===== src/rtl/input_arbiter_pkg.sv =====
// Shared ownership encoding and default timing constants for the pad/autopilot arbiter.
package input_arbiter_pkg;

   typedef enum logic [1:0] {
      OWN_AI     = 2'd0,
      OWN_HUMAN  = 2'd1,
      OWN_SWITCH = 2'd2
   } owner_e;

   localparam int unsigned IDLE_TIMEOUT_DEFAULT  = 600;
   localparam int unsigned JUMP_HOLD_DEFAULT     = 4;
   localparam int unsigned RESTART_DELAY_DEFAULT = 60;

endpackage


===== src/rtl/input_arbiter_counter.sv =====
// Loadable down-counter stepped by frame ticks; exposes whether its next value is zero.
module frame_down_counter #(
   parameter int unsigned W = 8
) (
   input  logic         clk,
   input  logic         rst_n,
   input  logic         clr_i,
   input  logic         load_i,
   input  logic [W-1:0] load_val_i,
   input  logic         tick_i,
   output logic         zero_d_o
);

   logic [W-1:0] cnt_q, cnt_d;

   // Priority: clear, then load, then decrement.
   always_comb begin
      cnt_d = cnt_q;
      if (clr_i) begin
         cnt_d = '0;
      end else if (load_i) begin
         cnt_d = load_val_i;
      end else if (tick_i && (cnt_q != '0)) begin
         cnt_d = cnt_q - 1'b1;
      end
   end

   always_ff @(posedge clk) begin
      if (!rst_n) begin
         cnt_q <= '0;
      end else begin
         cnt_q <= cnt_d;
      end
   end

   assign zero_d_o = (cnt_d == '0);

endmodule


===== src/rtl/input_arbiter.sv =====
// Arbitrates game buttons between gamepad and autopilot with idle handover,
// jump hold stretching and post-crash restart delay.
module input_arbiter
   import input_arbiter_pkg::*;
#(
   parameter int unsigned IDLE_TIMEOUT  = IDLE_TIMEOUT_DEFAULT,
   parameter int unsigned JUMP_HOLD     = JUMP_HOLD_DEFAULT,
   parameter int unsigned RESTART_DELAY = RESTART_DELAY_DEFAULT
) (
   input  logic clk,
   input  logic rst_n,
   input  logic frame_tick,
   input  logic gamepad_is_present,
   input  logic pad_start,
   input  logic pad_up,
   input  logic pad_down,
   input  logic ai_start,
   input  logic ai_up,
   input  logic ai_down,
   input  logic crash,
   output logic button_start,
   output logic button_up,
   output logic button_down,
   output logic human_owner
);

   owner_e      state_q, state_d;
   owner_e      target_q, target_d;
   logic [15:0] idle_q, idle_d;
   logic        crash_q;
   logic        src_start, src_up, src_down;
   logic        pad_any, leave;
   logic        hold_zero_d, rst_zero_d;
   logic        start_q, start_d, up_q, up_d, down_q, down_d, owner_q, owner_d;

   assign pad_any = pad_start | pad_up | pad_down;

   always_comb begin
      state_d   = state_q;
      target_d  = target_q;
      idle_d    = '0;
      leave     = 1'b0;
      src_start = 1'b0;
      src_up    = 1'b0;
      src_down  = 1'b0;
      case (state_q)
         OWN_AI: begin
            src_start = ai_start;
            src_up    = ai_up;
            src_down  = ai_down;
            if (gamepad_is_present && pad_any) begin
               leave    = 1'b1;
               state_d  = OWN_SWITCH;
               target_d = OWN_HUMAN;
            end
         end
         OWN_HUMAN: begin
            src_start = pad_start;
            src_up    = pad_up;
            src_down  = pad_down;
            if (pad_any) begin
               idle_d = '0;
            end else if (frame_tick && (idle_q != '1)) begin
               idle_d = idle_q + 16'd1;
            end else begin
               idle_d = idle_q;
            end
            // Timeout is judged on the updated count so it fires on the counting edge.
            if (!gamepad_is_present || (32'(idle_d) >= 32'(IDLE_TIMEOUT))) begin
               leave    = 1'b1;
               state_d  = OWN_SWITCH;
               target_d = OWN_AI;
            end
         end
         OWN_SWITCH: state_d = target_q;
         default:    state_d = OWN_AI;
      endcase
   end

   frame_down_counter #(.W(8)) u_hold (
      .clk        (clk),
      .rst_n      (rst_n),
      .clr_i      (state_q == OWN_SWITCH),
      .load_i     (src_up & ~leave),
      .load_val_i (8'(JUMP_HOLD)),
      .tick_i     (frame_tick),
      .zero_d_o   (hold_zero_d)
   );

   frame_down_counter #(.W(8)) u_restart (
      .clk        (clk),
      .rst_n      (rst_n),
      .clr_i      (state_q != OWN_AI),
      .load_i     ((state_q == OWN_AI) & crash & ~crash_q & ~leave),
      .load_val_i (8'(RESTART_DELAY)),
      .tick_i     (frame_tick),
      .zero_d_o   (rst_zero_d)
   );

   // Restart counter is held at zero outside AI, so the gate only bites for autopilot.
   always_comb begin
      up_d    = src_up | ~hold_zero_d;
      down_d  = src_down & ~up_d;
      start_d = src_start & rst_zero_d;
      owner_d = (state_d == OWN_HUMAN);
   end

   always_ff @(posedge clk) begin
      if (!rst_n) begin
         state_q  <= OWN_AI;
         target_q <= OWN_AI;
         idle_q   <= '0;
         crash_q  <= 1'b0;
         start_q  <= 1'b0;
         up_q     <= 1'b0;
         down_q   <= 1'b0;
         owner_q  <= 1'b0;
      end else begin
         state_q  <= state_d;
         target_q <= target_d;
         idle_q   <= idle_d;
         crash_q  <= crash;
         start_q  <= start_d;
         up_q     <= up_d;
         down_q   <= down_d;
         owner_q  <= owner_d;
      end
   end

   assign button_start = start_q;
   assign button_up    = up_q;
   assign button_down  = down_q;
   assign human_owner  = owner_q;

endmodule


===== config.mk =====
export PLATFORM = sky130hd
export DESIGN_NAME = input_arbiter
export DESIGN_NICKNAME = d
export VERILOG_FILES = /design/src/rtl/input_arbiter_pkg.sv /design/src/rtl/input_arbiter_counter.sv /design/src/rtl/input_arbiter.sv
export SDC_FILE = /design/constraint.sdc
export NUM_CORES = 1
export LEC_CHECK = 0
export ABC_AREA = 1
export CAP_MARGIN = 20
export CORE_MARGIN = 2
export CORE_UTILIZATION = 35
export CTS_BUF_LIST = sky130_fd_sc_hd__clkbuf_4
export DETAILED_ROUTE_END_ITERATION = 10
export RECOVER_POWER = 100
export SYNTH_ARGS = -nofsm -noshare
export SYNTH_HDL_FRONTEND = slang
export SYNTH_SLANG_ARGS = --single-unit

===== constraint.sdc =====
create_clock -name clk -period 6.8 [get_ports clk]
set_input_delay 0.68 -clock clk [delete_from_list [all_inputs] [get_ports clk]]
set_output_delay 0.68 -clock clk [all_outputs]
set_load 0.03 [all_outputs]

==> results.toml, run 1 <==
[outcome]
status = "finished clean"

[clock_tree]
cts_hold_buffers = 0
h-tree-depth = 2
cts_setup_buffers = 0
worstSkewPairLatency_ps = 370
clk_pin_slew_worst_paths_ps = 130
cts_buffers = 5
clk_path_buf_depth = 2
clock-root-buffer = "clkbuf_4"
cts_num_sinks = 40
cts_tree = "done"
ctsResizeCount = 0

[grt]
grt_pass1_wl_um = 9060
track_usage_pct = 15.4
grt_antenna_before_repair = 0
grt_pass1_vias = 2008
grt-ovfl-total = 0
grt_max_degree = 21

[layout]
area_delta_synth_final_pct = 9.82
fin_nets = 382
final_common_cell = "nand2_1"
final_cell_mix = "nand2_1, nor2_1, inv_1, dfxtp_1, nand3_1"
layout-drive-gt1-share_pct = 5.99
fillerInstances = 683
stdcell_area_um2 = 2590
diodes = 0

[yosys]
synth_top_family_by_area = "simple AND/OR/NAND/NOR gates"
synth-main-ff-cell = "dfxtp_1"
avgSynthCellArea_um2 = 6.67
synth_fa_ha_area_share_pct = 2.66
syn_area_um2 = 2360
synthXorXnorAreaFrac_pct = 5.95
yosys.cell_types.count = 33
synth_simple_gate_area_share_pct = 39.3
seq_area_frac_synth_pct = 34.0
netlist_instances = 353
synth_fp_nets = 369
ys_seq_elements = 40
synth_top_area_share_pct = 34.0
synth_edf_count = 0
synthTopCellsByArea = "dfxtp_1, nand2_1, nor2_1"
synth_compound_area_share_pct = 9.03
yosysTopAreaCell = "dfxtp_1"
synthArstFlopShare_pct = 0
yosysWarnings = 0
synthMuxAreaShare_pct = 0

[drt]
drt-pass1-iter-count = 6
first_iter_violations = 108
drt.antenna.violating_nets = 0
drt-total-wl_um = 5300
vias_per_cell = 4.93
vias = 2191
drcViolationCount = 0
wl_per_cell_um = 11.9

[floorplan]
core_um2 = 6420
initial_core_util_pct = 36.7
die-area_um2 = 7400
pin_count = 15
die_h_um = 86.0
fp.dieW_um = 86.0
rows = 29

[timing]
max-slew-margin-rel_pct = 35.1
max_freq_ghz = 0.277
finalSetupTns_ps = 0
slew_violations = 0
clock_skew_ps = 12.8
timing.final.crit_period_ps = 3610
setup_violations = 0
tightest_slew_ps = 970
rsz0062_at_grt = "false"
hold_viol = 0
period_share_pct = 53.1

[worst_setup_path]
slowest_delay_ps = 760
startpoint = "frame_tick"
r2r_start = "idle_q[0]"
worstSetupPathType = "in2reg"
crit_path_end_kind = "flop"
crit_family = "simple AND/OR/NAND/NOR gates"
startpoint_type = "input pin"
arrival_ps = 3890
crit_fanout = 15
cp_slowest_cell = "nor2_1"
critPathRequiredTime_ps = 7080
cp_cell_sequence = "dlygate4sd3_1, inv_1, nor2_1, nand2_1, nand3_1, nand2_1, nor2_1, nand2_1, nor2_2, nand2_1, nand2_1, nand3_1, o211ai_1, nand2_1, nor3_1"
path_buf_inv = 2
path_common_cell = "nand2_1"

[power_and_ir_drop]
seq_power_share_pct = 37.2
powerDensity_nw_per_um2 = 310
comb_power_share_pct = 42.4
vdd_ir_drop_max_v = 0.000205
internal-power_w = 0.000482
p_sw_w = 0.000321
swShare_pct = 39.9
pwr-share-clk_pct = 20.4
leakage_nw = 1.07

[hold_path]
hold_class = "reg2reg"
hp-start = "target_q[0]"

[place]
gp_routability_congestion = 0.886
dpl.hpwl_um = 3990
placed_area_um2 = 2540
port_buffers = 14

[job]
maxCapViolCount = 0
final timing paths:
path | slack, ps | depth (start not counted) | to
min reg2reg | 490 | 2 | target_q[0]
min | 490 | 2 | target_q[0]
max | 3190 | 15 | button_down
max reg2reg | 3420 | 18 | button_down
cell type report:
type | count | area (µm²) | share of cell area, %
multi-input cells | 262 | 1310 | 50.6
flip-flops and latches | 40 | 801 | 30.9
inverters | 43 | 161 | 6.24
repair buffers | 14 | 140 | 5.42
well taps | 77 | 96.3 | 3.72
clock buffers | 6 | 45.0 | 1.74
clock inverters | 2 | 35.0 | 1.35
flip-flops by register name, summed over array words and instances (netlist names):
| name | flops |
|---|---|
| u_hold.cnt_q | 8 |
| button_down | 1 |
| button_up | 1 |
| human_owner | 1 |
| u_restart.cnt_q | 8 |
| target_q | 1 |
| crash_q | 1 |
| idle_q | 16 |
| state_q | 2 |
| button_start | 1 |
synthesized netlist by cell type (4+ instances only):
master and n:
a21oi_1 7, clkbuf_1 5, dfxtp_1 40, ha_1 5
inv_1 43, nand2_1 86, nand2_2 6, nand3_1 26
nand3_2 4, nand4_1 6, nor2_1 63, nor2_2 4
nor3_1 5, o21ai_0 8, xnor2_1 4, xor2_1 12
layer usage:
layer / global-route usage (%) / routed length [µm]
met1: 20.8 / 2650
met4: 6.20 / 112
met2: 23.9 / 2350
met3: 3.18 / 186
met5: 0 / 0
cells by family after synthesis:
group,after synthesis
AND/OR/NAND/NOR,208
adder cells (fa/ha/maj),5
buffers and inverters,51
AO/OA/AOI/OAI,33
flip-flops,40
XOR/XNOR,16
worst reg2reg max path: stages, from the launching register on:
cell and delay [ps]:
dfxtp_1 360, ha_1 260, inv_1 90, nor2_1 50
nand2_2 120, nor2_2 50, nor2_1 730, nand2_1 120
nand3_1 120, nand2_1 50, nor2_1 100, nand2_1 80
nor2_2 100, nand2_1 90, nand2_1 120, nand3_1 310
o211ai_1 200, nand2_1 100, nor3_1 250
power by group through the flow:
stage,Sequential [W],Clock (W),Combinational (W)
after floorplan,0.000307,0,0.000268
after global placement,0.000303,0,0.000342
after detailed placement,0.000303,0,0.000345
after CTS,0.000298,0.000167,0.000348
after global routing,0.000303,0.000176,0.000392
final,0.000299,0.000164,0.000340
metrics by stage:
stage / hold slack, ps / setup WS, ps / utilization (%) / cells / total power, W
after floorplan: 439 / 4460 / - / 353 / 0.000575
final: 494 / 3190 / 40.3 / 444 / 0.000803
after global placement: 456 / 3510 / 39.5 / 436 / 0.000645
after global routing: 543 / 2730 / 40.3 / 444 / 0.000872
after detailed placement: 465 / 3430 / 39.5 / 436 / 0.000648
after CTS: 485 / 3780 / 40.8 / 444 / 0.000813
Power figures use the tool's default switching activity.
==> inputs of run 2 (changes only) <==
==> constraint.sdc (replaced) <==
create_clock -name clk -period 3.2 [get_ports clk]
set_input_delay 0.32 -clock clk [delete_from_list [all_inputs] [get_ports clk]]
set_output_delay 0.32 -clock clk [all_outputs]
set_load 0.03 [all_outputs]
==> results.toml, run 2 (synthesized netlist as in run 1, its figures left out) <==
[outcome]
status = "finished clean"

[place]
post-place-cells = 440
gp_routability_congestion = 0.847
dpl.hpwl_um = 4100
port_buffers = 14

[grt]
grt_pass1_vias = 2043
grt_antenna_before_repair = 0
grt_max_degree = 20
grt-ovfl-total = 0
track_usage_pct = 15.3
grt_pass1_wl_um = 9230

[timing]
setup_violations = 0
finalSetupTns_ps = 0
period_share_pct = 87.3
tightest_slew_ps = 434
max-slew-margin-rel_pct = 71.0
hold_viol = 0
rsz0062_at_grt = "false"
slew_violations = 0
max_freq_ghz = 0.358
timing.final.crit_period_ps = 2790
clock_skew_ps = 10.1

[clock_tree]
cts_num_sinks = 40
h-tree-depth = 2
clock-root-buffer = "clkbuf_4"
clk_path_buf_depth = 2
cts_hold_buffers = 0
cts_tree = "done"
cts_setup_buffers = 0
ctsResizeCount = 0
cts_buffers = 5
clk_pin_slew_worst_paths_ps = 120
worstSkewPairLatency_ps = 350

[worst_setup_path]
worstSetupPathType = "reg2reg"
arrival_ps = 3040
cp_cell_sequence = "ha_1, inv_1, nor2_1, nand2_1, o21ai_4, nand2_2, nand3_2, nand2_1, nor2_1, nand2_1, nor2_2, nand2_1, nand2_4, nand3_2, nand3_1, nand3_2, nor2_1, nor2_1"
slowest_delay_ps = 400
ff2ff_path_depth = 18
r2r-end = "button_up"
ff2ff_setup_slack_ps = 410
crit_fanout = 13
cp_slowest_cell = "dfxtp_1"
critPathRequiredTime_ps = 3440
r2r_start = "idle_q[0]"
startpoint_type = "flop"
crit_path_end_kind = "flop"

[hold_path]
hold_depth = 2
hp-start = "target_q[0]"
hold_path_end = "target_q[0]"
hold_class = "reg2reg"

[layout]
top_register = "idle_q"
diodes = 0
largestRegisters = "idle_q (16), u_hold.cnt_q (8), u_restart.cnt_q (8)"
multi_input_area_um2 = 1330
finish.utilization_pct = 41.1
final_cell_mix = "nand2_1, nor2_1, inv_1, dfxtp_1, nand3_1"
fillerInstances = 684
fin_cells = 448
area_delta_synth_final_pct = 12.2
final_common_cell = "nand2_1"
largest_reg_flops = 16
regArea_um2 = 801
layout-drive-gt1-share_pct = 8.09
fin_nets = 386

[floorplan]
die-area_um2 = 7400
fp.dieW_um = 86.0
initial_core_util_pct = 36.7
die_h_um = 86.0
rows = 29
pin_count = 15
core_um2 = 6420

[drt]
vias = 2184
drt-pass1-iter-count = 4
wl_per_cell_um = 11.7
drt.antenna.violating_nets = 0
vias_per_cell = 4.88
first_iter_violations = 105
drt-total-wl_um = 5250
drcViolationCount = 0

[power_and_ir_drop]
powerDensity_nw_per_um2 = 644
vdd_ir_drop_max_v = 0.000521
leakage_nw = 1.10

[job]
maxCapViolCount = 0
-- run 2: area by class of cell --
cell class                 instances  share of cell area (%)
multi-input combinational        262                    50.5
sequential                        40                    30.3
timing repair buffer              18                    6.44
inverter                          43                    6.11
tap                               77                    3.65
clock inverter                     3                    1.61
clock buffer                       5                    1.42
-- run 2: worst max path at each step --
stage                           from   endpoint  slack, ps  cells past startpoint
after detailed placement  frame_tick  button_up        400                     17
after floorplan            idle_q[0]  button_up        860                     20
after CTS                  idle_q[0]  button_up        450                     18
after global routing       idle_q[0]  button_up         90                     21
after global placement     idle_q[0]  button_up        520                     18
final                      idle_q[0]  button_up        410                     18
-- run 2: layer usage --
layer | share of wire [%] | GRT usage [%]
met1 | 50 | 20.7
met2 | 46 | 24.8
met3 | 3.5 | 4.04
met4 | 0 | 3.03
met5 | 0 | 0
-- run 2: critical path: cells and delay by family (launching register included) --
family | cells | cell delay (ps)
and+or+nand+nor | 15 | 1600
DFF | 1 | 400
AOI/OAI and AO/OA | 1 | 390
adders and majority gates | 1 | 240
buffers and inverters | 1 | 70
-- run 2: where the power goes --
| part | total [W] | internal (W) | switching, W |
|---|---|---|---|
| clock network | 0.000339 | 0.000163 | 0.000176 |
| logic | 0.000730 | 0.000280 | 0.000450 |
| registers | 0.000634 | 0.000578 | 0.0000562 |
| total | 0.00170 | 0.00102 | 0.000682 |
-- run 2: per-stage QoR --
stage,area [µm²],hold slack (ps),setup slack [ps],total power (W)
floorplan,2360,413,865,0.00122
global placement,2570,449,517,0.00138
detailed placement,2570,456,405,0.00138
CTS,2650,476,452,0.00172
global route,2640,488,92.4,0.00186
finish,2640,478,408,0.00170
==> inputs of run 3 (changes only) <==
--- a/config.mk
+++ b/config.mk
@@ -8,9 +8,9 @@
 export ABC_AREA = 1
 export CAP_MARGIN = 20
 export CORE_MARGIN = 2
-export CORE_UTILIZATION = 35
-export CTS_BUF_LIST = sky130_fd_sc_hd__clkbuf_4
+export CORE_UTILIZATION = 49
 export DETAILED_ROUTE_END_ITERATION = 10
+export PLACE_DENSITY = 0.71
 export RECOVER_POWER = 100
 export SYNTH_ARGS = -nofsm -noshare
 export SYNTH_HDL_FRONTEND = slang
==> results.toml, run 3 (synthesized netlist as in run 1, its figures left out) <==
[clock_tree]
cts_hold_buffers = 0
clk_path_buf_depth = 2
cts_setup_buffers = 0
cts_tree = "done"
ctsResizeCount = 0
clock-root-buffer = "clkbuf_8"
cts_buffers = 5
worstSkewPairLatency_ps = 300
clk_pin_slew_worst_paths_ps = 80
h-tree-depth = 2
cts_num_sinks = 40

[timing]
setup_slack_ps = 392
rsz0062_at_grt = "false"
max_freq_ghz = 0.356
setup_violations = 0
period_share_pct = 87.8
clock_skew_ps = 10.9
finalSetupTns_ps = 0
slew_violations = 0
max-slew-margin-rel_pct = 62.7
timing.final.crit_period_ps = 2810
hold_viol = 0
tightest_slew_ps = 559

[layout]
final_common_cell = "nand2_1"
fillerInstances = 452
multi_input_area_um2 = 1320
layout-drive-gt1-share_pct = 7.55
regArea_um2 = 801
diodes = 0
fin_cells = 425
largestRegisters = "idle_q (16), u_hold.cnt_q (8), u_restart.cnt_q (8)"
area_delta_synth_final_pct = 11.1
largest_reg_flops = 16
fin_nets = 386
top_register = "idle_q"
finish.utilization_pct = 55.8
final_cell_mix = "nand2_1, nor2_1, inv_1, dfxtp_1, nand3_1"

[grt]
grt_antenna_before_repair = 0
grt_pass1_vias = 1917
track_usage_pct = 19.1
grt_max_degree = 20
grt-ovfl-total = 0
grt_pass1_wl_um = 8090

[drt]
drt.antenna.violating_nets = 0
first_iter_violations = 106
drt-pass1-iter-count = 4
vias = 2177
drcViolationCount = 0
drt-total-wl_um = 4830
wl_per_cell_um = 11.4
vias_per_cell = 5.12

[power_and_ir_drop]
powerDensity_nw_per_um2 = 650
vdd_ir_drop_max_v = 0.000456
leakage_nw = 1.10

[worst_setup_path]
crit_family = "simple AND/OR/NAND/NOR gates"
r2r-end = "button_up"
path_buf_inv = 1
ff2ff_path_depth = 19
slowest_delay_ps = 440
cp_slowest_cell = "nor2_2"
cp_cell_sequence = "ha_1, inv_1, nor2_1, nand2_1, nor2_2, nor2_2, nand2_1, nand3_1, nand2_1, nor2_1, nand2_1, nor2_2, nand2_2, nand2_4, nand3_2, nand3_1, nand3_1, nor2_1, nor2_1"
ff2ff_setup_slack_ps = 390
crit_path_end_kind = "flop"
worstSetupPathType = "reg2reg"
r2r_start = "idle_q[0]"
crit_fanout = 15
arrival_ps = 2990
critPathRequiredTime_ps = 3380
startpoint_type = "flop"

[place]
dpl.hpwl_um = 3690
port_buffers = 14
gp_routability_congestion = 0.874
post-place-cells = 417
dp_slack_ps = 402

[outcome]
status = "finished clean"

[floorplan]
core_um2 = 4690
initial_core_util_pct = 50.2
die-area_um2 = 5380
die_h_um = 73.3
rows = 25
fp.dieW_um = 73.3
pin_count = 15

[hold_path]
hp-start = "target_q[0]"
hold_path_end = "target_q[0]"
hold_depth = 2
hold_class = "reg2reg"

[job]
maxCapViolCount = 0
## run 3: changes by cell type in the layout (fill, tap and decap cells not counted), sizes merged
cell / delta
clkbuf: +2
bufinv: -1
clkinv: -1
## run 3: stage by stage
step                      total power, W  hold WS (ps)  cell area, µm²
final                            0.00170           464            2620
after global placement           0.00137           459            2540
after floorplan                  0.00122           413            2360
after detailed placement         0.00137           454            2540
after global routing             0.00184           487            2620
after CTS                        0.00173           466            2640
## run 3: worst max-delay path by stage
stage	end	startpoint	depth (start not counted)
after floorplan	button_up	idle_q[0]	20
after global placement	button_up	frame_tick	16
after detailed placement	button_up	frame_tick	16
after CTS	button_up	idle_q[0]	19
after global routing	button_up	idle_q[0]	18
final	button_up	idle_q[0]	19
## run 3: routing by layer
layer	vias up	GRT usage [%]	routed length (µm)	share of wire, %
met2	58	31.5	2220	46
met3	6	4.80	278	5.8
li1	1151	-	-	-
met4	0	7.88	57	1.2
met5	-	0	0	0
met1	962	23.6	2280	47
## run 3: area by class of cell
cell class | instances | area share (%)
multi-input combinational | 262 | 50.6
sequential | 40 | 30.6
timing repair buffer | 18 | 6.50
inverter | 43 | 6.17
clock buffer | 7 | 3.30
tap | 54 | 2.58
clock inverter | 1 | 0.287
## run 3: power by group
group	switching (W)	internal, W
logic	0.000438	0.000277
registers	0.0000528	0.000578
clock network	0.000181	0.000175
total	0.000672	0.00103
## run 3: tightest hold or removal path, cell delays in order (launching register included)
cell and delay [ps]:
dfxtp_1 310, nand2_1 60, a21oi_1 50
